--- src/rtl/fetch_if.sv ---
// fetch_if: imem request/response, execute redirect and decode handshake bundle for fetch_unit
interface fetch_if;
  logic        imem_req;
  logic [31:0] imem_addr;
  logic [31:0] imem_rdata;
  logic        redirect_valid;
  logic [31:0] redirect_pc;
  logic        d_valid;
  logic        d_ready;
  logic [31:0] d_pc;
  logic [31:0] d_insn;
  logic        fetch_fault;
  modport master (
    output imem_req, imem_addr, d_valid, d_pc, d_insn, fetch_fault,
    input  imem_rdata, redirect_valid, redirect_pc, d_ready
  );
  modport slave (
    input  imem_req, imem_addr, d_valid, d_pc, d_insn, fetch_fault,
    output imem_rdata, redirect_valid, redirect_pc, d_ready
  );
endinterface

--- src/rtl/fetch_unit.sv ---
// fetch_unit: PC owner issuing 1-cycle imem reads into a BUF_DEPTH {pc,insn} FIFO for decode, with redirect flush and misaligned-target fault (ports: clk, rst, bus=fetch_if.master)
module fetch_unit #(
  parameter logic [31:0] START_ADDR = 32'h01000000,
  parameter int          BUF_DEPTH  = 2
) (
  input logic      clk,
  input logic      rst,
  fetch_if.master  bus
);
  localparam int AW = $clog2(BUF_DEPTH);
  localparam int CW = AW + 1;
  logic [31:0]   fetch_pc_q, fetch_pc_d, inflight_pc_q, inflight_pc_d;
  logic [31:0]   hold_pc_q, hold_pc_d, hold_insn_q, hold_insn_d;
  logic          inflight_q, inflight_d, fault_q, fault_d;
  logic [AW-1:0] head_q, head_d, tail_q, tail_d;
  logic [CW-1:0] occ_q, occ_d;
  logic [63:0]   buf_q [BUF_DEPTH];
  logic [63:0]   buf_d [BUF_DEPTH];
  logic [CW:0]   level;
  logic [63:0]   head_e;
  logic          redir, aligned, nonempty, pop, push, issue;
  always_comb begin
    redir = bus.redirect_valid;
    aligned = bus.redirect_pc[1:0] == 2'b00;
    nonempty = occ_q != '0;
    head_e = buf_q[head_q];
    bus.d_valid = nonempty && !redir && !rst;
    pop = bus.d_valid && bus.d_ready;
    push = inflight_q && !redir;
    level = {1'b0, occ_q} + (CW+1)'(inflight_q) - (CW+1)'(pop);
    issue = !rst && !fault_q && !redir && level < (CW+1)'(BUF_DEPTH);
    bus.imem_req = issue;
    bus.imem_addr = fetch_pc_q;
    bus.d_pc = nonempty ? head_e[63:32] : hold_pc_q;
    bus.d_insn = nonempty ? head_e[31:0] : hold_insn_q;
    bus.fetch_fault = fault_q;
    fetch_pc_d = redir ? (aligned ? bus.redirect_pc : fetch_pc_q) : (issue ? fetch_pc_q + 32'd4 : fetch_pc_q);
    fault_d = redir ? !aligned : fault_q;
    inflight_d = issue;
    inflight_pc_d = issue ? fetch_pc_q : inflight_pc_q;
    head_d = redir ? '0 : head_q + AW'(pop);
    tail_d = redir ? '0 : tail_q + AW'(push);
    occ_d = redir ? '0 : occ_q + CW'(push) - CW'(pop);
    hold_pc_d = bus.d_pc;
    hold_insn_d = bus.d_insn;
    buf_d = buf_q;
    buf_d[tail_q] = push ? {inflight_pc_q, bus.imem_rdata} : buf_q[tail_q];
  end
  always_ff @(posedge clk) begin
    if (rst) begin
      fetch_pc_q <= START_ADDR;
      inflight_pc_q <= '0;
      hold_pc_q <= '0;
      hold_insn_q <= '0;
      inflight_q <= 1'b0;
      fault_q <= 1'b0;
      head_q <= '0;
      tail_q <= '0;
      occ_q <= '0;
    end else begin
      fetch_pc_q <= fetch_pc_d;
      inflight_pc_q <= inflight_pc_d;
      hold_pc_q <= hold_pc_d;
      hold_insn_q <= hold_insn_d;
      inflight_q <= inflight_d;
      fault_q <= fault_d;
      head_q <= head_d;
      tail_q <= tail_d;
      occ_q <= occ_d;
    end
  end
  always_ff @(posedge clk) buf_q <= buf_d;
endmodule

--- src/flat_wrapper.sv ---
// flat-port wrapper written by rule: the top's interface ports become plain ports
module fetch_unit_flat 
#(
  parameter logic [31:0] START_ADDR = 32'h01000000,
  parameter int          BUF_DEPTH  = 2
)
  (clk, rst, bus_imem_req, bus_imem_addr, bus_d_valid, bus_d_pc, bus_d_insn, bus_fetch_fault, bus_imem_rdata, bus_redirect_valid, bus_redirect_pc, bus_d_ready);
  fetch_if bus_i ();
  input logic clk;
  input logic rst;
  output wire logic [$bits(bus_i.imem_req)-1:0] bus_imem_req;
  output wire logic [$bits(bus_i.imem_addr)-1:0] bus_imem_addr;
  output wire logic [$bits(bus_i.d_valid)-1:0] bus_d_valid;
  output wire logic [$bits(bus_i.d_pc)-1:0] bus_d_pc;
  output wire logic [$bits(bus_i.d_insn)-1:0] bus_d_insn;
  output wire logic [$bits(bus_i.fetch_fault)-1:0] bus_fetch_fault;
  input wire logic [$bits(bus_i.imem_rdata)-1:0] bus_imem_rdata;
  input wire logic [$bits(bus_i.redirect_valid)-1:0] bus_redirect_valid;
  input wire logic [$bits(bus_i.redirect_pc)-1:0] bus_redirect_pc;
  input wire logic [$bits(bus_i.d_ready)-1:0] bus_d_ready;
  assign bus_imem_req = bus_i.imem_req;
  assign bus_imem_addr = bus_i.imem_addr;
  assign bus_d_valid = bus_i.d_valid;
  assign bus_d_pc = bus_i.d_pc;
  assign bus_d_insn = bus_i.d_insn;
  assign bus_fetch_fault = bus_i.fetch_fault;
  assign bus_i.imem_rdata = bus_imem_rdata;
  assign bus_i.redirect_valid = bus_redirect_valid;
  assign bus_i.redirect_pc = bus_redirect_pc;
  assign bus_i.d_ready = bus_d_ready;
  fetch_unit #(.START_ADDR(START_ADDR), .BUF_DEPTH(BUF_DEPTH)) u_core (.clk(clk), .rst(rst), .bus(bus_i));
endmodule
--- config.mk ---
export PLATFORM = sky130hd
export DESIGN_NAME = fetch_unit_flat
export DESIGN_NICKNAME = d
export VERILOG_FILES = /design/src/rtl/fetch_if.sv /design/src/rtl/fetch_unit.sv /design/src/flat_wrapper.sv
export SDC_FILE = /design/constraint.sdc
export NUM_CORES = 1
export LEC_CHECK = 0
export CORE_UTILIZATION = 32
export DETAILED_ROUTE_END_ITERATION = 8
export SETUP_SLACK_MARGIN = 0.2
export SLEW_MARGIN = 20
export SYNTH_ARGS = -nofsm -noshare
export SYNTH_HDL_FRONTEND = slang
export SYNTH_SLANG_ARGS = --single-unit
--- constraint.sdc ---
create_clock -name clk -period 4.6 [get_ports clk]
set_input_delay 0.69 -clock clk [delete_from_list [all_inputs] [get_ports clk]]
set_output_delay 0.69 -clock clk [all_outputs]
set_load 0.02 [all_outputs]
==> impl_metrics.yaml, run 1 <==
yosys:
  yosysUniqueCellTypes: 53
  synth_edf_count: 128
  synthCells: 1109
  seq_area_frac_synth: 0.5713
  synthArstFlopShare: 0
  synth.top_cell.area_share: 0.3365
  synth_seq_cells: 262
  synth_nets: 1182
  yosys_warnings: 0
  synth_largest_area_cell: "edfxtp_1"
  synth_ff_type: "dfxtp_1"
  synthTopCellsByArea: "edfxtp_1 (34%), dfxtp_1 (23%), mux2i_1 (12%)"
  avgSynthCellArea_sq_um: 10.30
  syn-cell-area_sq_um: 11420
die:
  core_sq_um: 34800
  dieArea_sq_um: 36460
  start_util: 0.3283
  num_io_pins: 167
  rows: 68
  die_x_um: 190.9
  die_y_um: 190.9
finish:
  nNetsFinal: 1315
  fillCellCount: 3377
  layout_commonest_cell: "nand2_1"
  antenna_cells: 0
  multi_input_area_sq_um: 4548
  final_cell_mix: "nand2_1 (206), clkdlybuf4s50_1 (164), o21ai_0 (145)"
  ff_latch_area_sq_um: 6535
  syn2layout_area_growth_pct: 26.98
  drive_above_1_share: 0.06240
critical_path:
  r2r_cells: 13
  worstSetupEndpointType: "output pin"
  critPathArrivalTime_ns: 3.59
  cp_data_required_time_ns: 3.91
  worstSetupStartpointType: "input port"
  r2r_end: "u_core.bus.imem_addr[27]"
  regToRegSetupSlack_ns: 1.05
  cp_top_family: "simple AND/OR/NAND/NOR gates"
  timing_worst_setup_path_type: "in -> out"
  path_cells: "buf_2, or2_1, nor2_1, and2_1, ha_1, nand2b_1, fa_1, inv_1, or4_4, inv_2, clkdlybuf4s50_1"
  path_max_fanout: 3
  r2r-start: "u_core.occ_q[1]"
  crit_buf_inv: 4
  slowest_delay_ns: 0.61
  cpMaxStageDelayCell: "clkdlybuf4s50_1"
min_path:
  hold_class: "reg -> reg"
  worstHoldStart: "u_core.inflight_pc_q[17]"
  hold_path_end: "u_core.inflight_pc_q[17]"
  whs_path_depth: 2
clock_tree:
  cts-root-buf: "clkbuf_16"
  cts_tree: "done"
  htreeDepth: 1
  cts_buffers: 31
  cts_buffer_depth: 3
  clk_pin_slew_worst_paths_ns: 0.06
  insertion_delay_ns: 0.56
  clkSinkCount: 262
placement:
  hpwl_um: 17600
  place_congestion: 0.7831
  numPortBuffers: 166
  place_ws_ns: 0.2615
routing:
  totalWireLength_um: 27950
  ant_nets: 0
  remaining_drc_errors: 0
  first_pass_iters: 5
  viasPerCell: 4.926
  avgRoutedWirePerCell_um: 16.24
  dr.first_iter.drc_count: 482
  vias: 8477
timing:
  tns_ns: 0
  fmax_mhz: 233.7
  worst_slew_pin_slew_ns: 0.9313
  rsz0062_at_grt: "no"
  maxSlewViolCount: 0
  finalHoldViolCount: 0
  setup_viol: 0
  fin_crit_ns: 4.278
  postLayoutSetupSlackWorst_ns: 0.3215
  fin_crit_sh: 0.9301
  clock_skew_ns: 0.01982
  slew_headroom: 0.3791
grt:
  antenna_found_initial: 0
  grt_overflow: 0
  first_global_vias: 8390
  grt_max_degree: 129
  grt_pass1_wl_um: 44770
  track_usage: 0.1528
power:
  cellPowerDensity_nw_per_um2: 406.9
  power_mw: 5.902
  ir_drop_mv: 0.2402
  p_leak_nw: 4.762
run:
  drv_cap: 0
run_status:
  status: "finished, final reports clean"
-- worst register-to-register path: stages (launching register included) --
cell,delay (ns)
dfxtp_2,0.40
nor2_4,0.06
nor2_1,0.14
and2_1,0.23
ha_1,0.25
nand2b_1,0.15
fa_1,0.48
inv_1,0.06
or4_4,0.51
inv_2,0.08
buf_4,0.31
nor2_2,0.23
o311ai_0,0.37
a31oi_1,0.13
-- registers in the layout (all words and copies together), names as in the netlist --
signal / count
u_core.buf_q: 128
u_core.bus.fetch_fault: 1
u_core.bus.imem_addr: 32
u_core.head_q: 1
u_core.hold_insn_q: 32
u_core.hold_pc_q: 32
u_core.inflight_pc_q: 32
u_core.inflight_q: 1
u_core.occ_q: 2
u_core.tail_q: 1
-- layout make-up --
class / count / share of cell area
Sequential cell: 262 / 0.4505
Multi-Input combinational cell: 755 / 0.3136
Timing Repair Buffer: 181 / 0.1242
Clock buffer: 51 / 0.06711
Tap cell: 455 / 0.03925
Inverter: 11 / 0.002847
Clock inverter: 6 / 0.002502
-- cells by family after synthesis --
logic type | count (synthesis) | share of synthesized area
compound gates | 250 | 0.1233
simple gates | 363 | 0.1470
flops | 262 | 0.5713
xor+xnor | 5 | 0.003834
fa+ha+maj | 5 | 0.006134
buf+inv | 92 | 0.03275
mux | 132 | 0.1157
-- stage by stage --
| step | util | cell area [sq um] | hold WS, ns | cells |
|---|---|---|---|---|
| floorplan | - | 11420 | 0.4366 | 1109 |
| global placement | 0.3877 | 13490 | 0.4448 | 1664 |
| detailed placement | 0.3877 | 13490 | 0.4478 | 1664 |
| CTS | 0.4167 | 14500 | 0.4563 | 1721 |
| global route | 0.4168 | 14510 | 0.4771 | 1721 |
| finish | 0.4168 | 14510 | 0.4543 | 1721 |
-- how the worst max path moves through the flow --
stage | from | endpoint | slack, ns | depth (start not counted)
floorplan | bus_redirect_valid | bus_imem_req | 0.34 | 13
global placement | rst | u_core.bus.imem_addr[27] | 0.33 | 14
detailed placement | rst | u_core.bus.imem_addr[27] | 0.26 | 14
CTS | u_core.occ_q[1] | bus_imem_req | 0.27 | 10
global route | rst | bus_imem_req | 0.25 | 11
finish | rst | bus_imem_req | 0.32 | 11
-- cells in the mapped netlist (all sizes together) (4+ instances only) --
master,n
dfxtp,134
and2,68
nand3,8
nor4,5
nand2b,4
nor3,7
edfxtp,128
or4,5
ha,4
o41ai,4
nand4,8
inv,10
a22oi,5
nor2,33
nand2,206
and3,9
a31oi,8
o21ai,145
a21oi,55
a211oi,6
buf,17
mux2i,132
clkbuf,64
-- routing by layer --
layer / part of all wire / wire length (um) / vias up / GRT usage
li1: - / - / 4227 / -
met1: 0.48 / 13500 / 3965 / 0.2132
met2: 0.44 / 12330 / 248 / 0.2428
met3: 0.060 / 1666 / 37 / 0.02992
met4: 0.016 / 455 / 0 / 0.03446
met5: 0 / 0 / - / 0
-- power by group --
group / total [mW] / switching, mW / internal, mW
Combinational: 0.651 / 0.356 / 0.295
Sequential: 2.88 / 0.125 / 2.76
Clock: 2.37 / 0.936 / 1.43
-- what timing repair did --
action | 4_1_cts | 5_1_grt
hold buffers | 0 | 0
gates resized for setup | 0 | 1
buffers inserted | 0 | 0
endpoints found under the setup margin | 0 | 1
Note: power is estimated with default switching activity, not from simulation.
==> run 2, diff against run 1 <==
- MAX_ROUTING_LAYER: not set -> met4
==> impl_metrics.yaml, run 2 (synthesized netlist as in run 1, its figures left out) <==
run_status:
  status: "finished, final reports clean"
min_path:
  hold_class: "reg -> reg"
  whs_path_depth: 2
  hold_path_end: "u_core.inflight_pc_q[17]"
  worstHoldStart: "u_core.inflight_pc_q[17]"
finish:
  layout_commonest_cell: "nand2_1"
  antenna_cells: 0
  fillCellCount: 3377
  multi_input_area_sq_um: 4548
  final_cell_mix: "nand2_1 (206), clkdlybuf4s50_1 (164), o21ai_0 (145)"
  top_register: "u_core.buf_q"
  ff_latch_area_sq_um: 6535
  nNetsFinal: 1315
  syn2layout_area_growth_pct: 26.98
  largest_register_ffs: 128
  drive_above_1_share: 0.06240
clock_tree:
  cts_tree: "done"
  cts_buffers: 31
  htreeDepth: 1
  clk_pin_slew_worst_paths_ns: 0.06
  clkSinkCount: 262
  hold_buffers: 0
  post-cts-setup-buffers: 0
  post_cts_resized: 0
  cts_buffer_depth: 3
  cts-root-buf: "clkbuf_16"
  insertion_delay_ns: 0.56
critical_path:
  critPathArrivalTime_ns: 3.59
  r2r-start: "u_core.occ_q[1]"
  worstSetupStartpointType: "input port"
  r2r_cells: 13
  path_max_fanout: 3
  slowest_delay_ns: 0.61
  worstSetupEndpointType: "output pin"
  cpMaxStageDelayCell: "clkdlybuf4s50_1"
  r2r_end: "u_core.bus.imem_addr[27]"
  regToRegSetupSlack_ns: 1.04
  timing_worst_setup_path_type: "in -> out"
  cp_data_required_time_ns: 3.91
  path_cells: "buf_2, or2_1, nor2_1, and2_1, ha_1, nand2b_1, fa_1, inv_1, or4_4, inv_2, clkdlybuf4s50_1"
placement:
  hpwl_um: 17600
  numPortBuffers: 166
  place_congestion: 0.7957
  place_ws_ns: 0.2615
grt:
  grt_pass1_wl_um: 44780
  grt_overflow: 0
  antenna_found_initial: 0
  grt_max_degree: 129
  track_usage: 0.1574
  first_global_vias: 8381
timing:
  tns_ns: 0
  maxSlewViolCount: 0
  setup_viol: 0
  finalHoldViolCount: 0
  postLayoutSetupSlackWorst_ns: 0.3209
  slew_headroom: 0.3763
  rsz0062_at_grt: "no"
  worst_slew_pin_slew_ns: 0.9355
  fin_crit_sh: 0.9302
  clock_skew_ns: 0.01897
  fmax_mhz: 233.7
  fin_crit_ns: 4.279
die:
  rows: 68
  dieArea_sq_um: 36460
  die_y_um: 190.9
  core_sq_um: 34800
  start_util: 0.3283
  num_io_pins: 167
  die_x_um: 190.9
routing:
  ant_nets: 0
  first_pass_iters: 5
  vias: 8432
  dr.first_iter.drc_count: 499
  viasPerCell: 4.899
  remaining_drc_errors: 0
  totalWireLength_um: 27870
  avgRoutedWirePerCell_um: 16.19
run:
  drv_cap: 0
power:
  ir_drop_mv: 0.2393
  cellPowerDensity_nw_per_um2: 406.5
  p_leak_nw: 4.762
run 2: cell counts in the layout (fill, tap and decap cells not counted):
No cell type changed its count.
run 2: how the worst max path moves through the flow:
stage | startpoint | end | slack [ns]
floorplan | bus_redirect_valid | bus_imem_req | 0.34
global placement | rst | u_core.bus.imem_addr[27] | 0.33
detailed placement | rst | u_core.bus.imem_addr[27] | 0.26
CTS | u_core.occ_q[1] | bus_imem_req | 0.27
global route | rst | bus_imem_req | 0.25
finish | rst | bus_imem_req | 0.32
run 2: per-layer routing:
metal / global-route usage / up-vias / share of wire
li1: - / 4222 / -
met1: 0.2156 / 3936 / 0.49
met2: 0.2423 / 238 / 0.44
met3: 0.02717 / 36 / 0.055
met4: 0.03446 / 0 / 0.016
met5: - / - / 0
run 2: area by class of cell:
| class | count | area share |
|---|---|---|
| Inverter | 11 | 0.002847 |
| Tap cell | 455 | 0.03925 |
| Clock buffer | 51 | 0.06711 |
| Sequential cell | 262 | 0.4505 |
| Clock inverter | 6 | 0.002502 |
| Timing Repair Buffer | 181 | 0.1242 |
| Multi-Input combinational cell | 755 | 0.3136 |
run 2: critical path: cells and delay by family:
| kind | cells | cell delay [ns] |
|---|---|---|
| adder cells (fa/ha/maj) | 2 | 0.73 |
| AND/OR/NAND/NOR | 5 | 1.27 |
| buffers and inverters | 4 | 0.88 |
run 2: through the flow:
stage / power [mW] / utilization / hold WS [ns] / area [sq um] / cells
2_1_floorplan: 3.311 / - / 0.4366 / 11420 / 1109
3_3_place_gp: 3.553 / 0.3877 / 0.4448 / 13490 / 1664
3_5_place_dp: 3.589 / 0.3877 / 0.4478 / 13490 / 1664
4_1_cts: 5.985 / 0.4167 / 0.4563 / 14500 / 1721
5_1_grt: 6.176 / 0.4168 / 0.4771 / 14510 / 1721
6_report: 5.896 / 0.4168 / 0.4538 / 14510 / 1721
run 2: where the power goes:
group	switching (mW)	internal, mW
Clock	0.930	1.43
Sequential	0.126	2.76
Combinational	0.356	0.295
Total	1.41	4.48
==> run 3, diff against run 2 <==
- GPL_TIMING_DRIVEN: not set -> 0
- PLACE_DENSITY: not set -> 0.59
==> impl_metrics.yaml, run 3 (synthesized netlist as in run 1, its figures left out) <==
run_status:
  status: "finished, final reports clean"
finish:
  drive_above_1_share: 0.04966
  antenna_cells: 0
  multi_input_area_sq_um: 4541
  syn2layout_area_growth_pct: 28.28
  fillCellCount: 3391
  layout_commonest_cell: "nand2_1"
  fin_cells: 1784
  ff_latch_area_sq_um: 6531
  final_cell_mix: "nand2_1 (206), clkdlybuf4s50_1 (163), o21ai_0 (145)"
  nNetsFinal: 1380
  fin_util: 0.4211
  top_register: "u_core.buf_q"
  largest_register_ffs: 128
timing:
  worst_slew_pin_slew_ns: 1.017
  fin_crit_ns: 4.259
  rsz0062_at_grt: "no"
  maxSlewViolCount: 0
  fmax_mhz: 234.8
  finalHoldViolCount: 0
  setup_viol: 0
  fin_crit_sh: 0.9258
  clock_skew_ns: 0.008170
  slew_headroom: 0.3170
die:
  dieArea_sq_um: 36460
  num_io_pins: 167
  die_y_um: 190.9
  die_x_um: 190.9
  rows: 68
  core_sq_um: 34800
  start_util: 0.3283
clock_tree:
  insertion_delay_ns: 0.54
  cts_tree: "done"
  cts_buffer_depth: 3
  clkSinkCount: 262
  htreeDepth: 1
  clk_pin_slew_worst_paths_ns: 0.06
  cts_buffers: 29
  post-cts-setup-buffers: 0
  cts-root-buf: "clkbuf_16"
power:
  cellPowerDensity_nw_per_um2: 397.7
  p_leak_nw: 4.784
  ir_drop_mv: 0.2890
critical_path:
  cpMaxStageDelayCell: "fa_1"
  path_max_fanout: 10
  critPathArrivalTime_ns: 3.57
  path_cells: "nor2_4, buf_8, nor2_4, and2_4, ha_1, nand2b_1, fa_1, inv_1, or4_4, buf_6, inv_6, buf_6, buf_4"
  worstSetupStartpointType: "flop"
  worstSetupEndpointType: "output pin"
  timing_worst_setup_path_type: "reg -> out"
  slowest_delay_ns: 0.51
  cp_data_required_time_ns: 3.91
routing:
  dr.first_iter.drc_count: 569
  avgRoutedWirePerCell_um: 17.32
  ant_nets: 0
  wl_met2_um: 13670
  first_pass_iters: 5
  top_layer_used: "met4"
  vias: 8744
  dr_wl_met3_um: 1779
  remaining_drc_errors: 0
  m1WireLength_um: 14810
  totalWireLength_um: 30900
  viasPerCell: 4.901
placement:
  hpwl_um: 21740
  dp_cells: 1731
  numPortBuffers: 165
  place_congestion: 0.8963
grt:
  track_usage: 0.1735
  antenna_found_initial: 1
  grt_max_degree: 49
  grt_pass1_wl_um: 48340
  first_global_vias: 8619
  grt_overflow: 0
run:
  drv_cap: 0
min_path:
  hold_class: "reg -> reg"
==> run 3: through the flow <==
| stage | cell area [sq um] | hold WS, ns | setup slack (ns) | TNS, ns | total power, mW |
|---|---|---|---|---|---|
| 2_1_floorplan | 11420 | 0.4366 | 0.3444 | 0 | 3.311 |
| 3_3_place_gp | 13640 | 0.4481 | -1.717 | -132.72 | 3.588 |
| 3_5_place_dp | 13700 | 0.4506 | -0.8928 | -4.078 | 3.619 |
| 4_1_cts | 14660 | 0.4595 | 0.2081 | 0 | 5.883 |
| 5_1_grt | 14650 | 0.4728 | 0.2203 | 0 | 6.076 |
| 6_report | 14650 | 0.4542 | 0.3414 | 0 | 5.828 |
==> run 3: final timing paths <==
kind                                                from                  endpoint  slack [ns]  cells after the start
worst max-delay path                     u_core.occ_q[0]              bus_imem_req        0.34                     13
worst min-delay path            u_core.inflight_pc_q[23]  u_core.inflight_pc_q[23]        0.45                      2
worst max register to register           u_core.occ_q[0]   u_core.bus.imem_addr[6]        0.94                     15
worst min register to register  u_core.inflight_pc_q[23]  u_core.inflight_pc_q[23]        0.45                      2
==> run 3: area by class of cell <==
cell class	count	area share
buffer	81	0.02391
tap	455	0.03885
clock buffer	39	0.05345
clock inverter	14	0.009477
sequential	262	0.4457
timing repair buffer	167	0.1154
inverter	11	0.003330
multi-input combinational	755	0.3099
==> run 3: what timing repair did <==
item | 4_1_cts | 5_1_grt
resized for setup | 19 | 4
gates cloned | 0 | 0
setup endpoints to repair | 38 | 1
pin swaps | 0 | 1
hold buffers | 0 | 0
==> run 3: critical path: cells and delay by family, from the launching register on <==
family                     cells  cell delay (ns)
adders and majority gates      2             0.77
buffers and inverters          6             0.81
DFF                            1             0.35
and+or+nand+nor                5             1.11
==> run 3: report_power, final <==
group	switching (mW)	internal, mW
registers	0.118	2.76
logic	0.392	0.305
clock network	0.907	1.35
==> run 3: metal layers <==
| metal | up-vias | GRT usage |
|---|---|---|
| met5 | - | - |
| met4 | 0 | 0.04185 |
| met3 | 48 | 0.02515 |
| met2 | 280 | 0.2657 |
| met1 | 4050 | 0.2402 |
| li1 | 4366 | - |
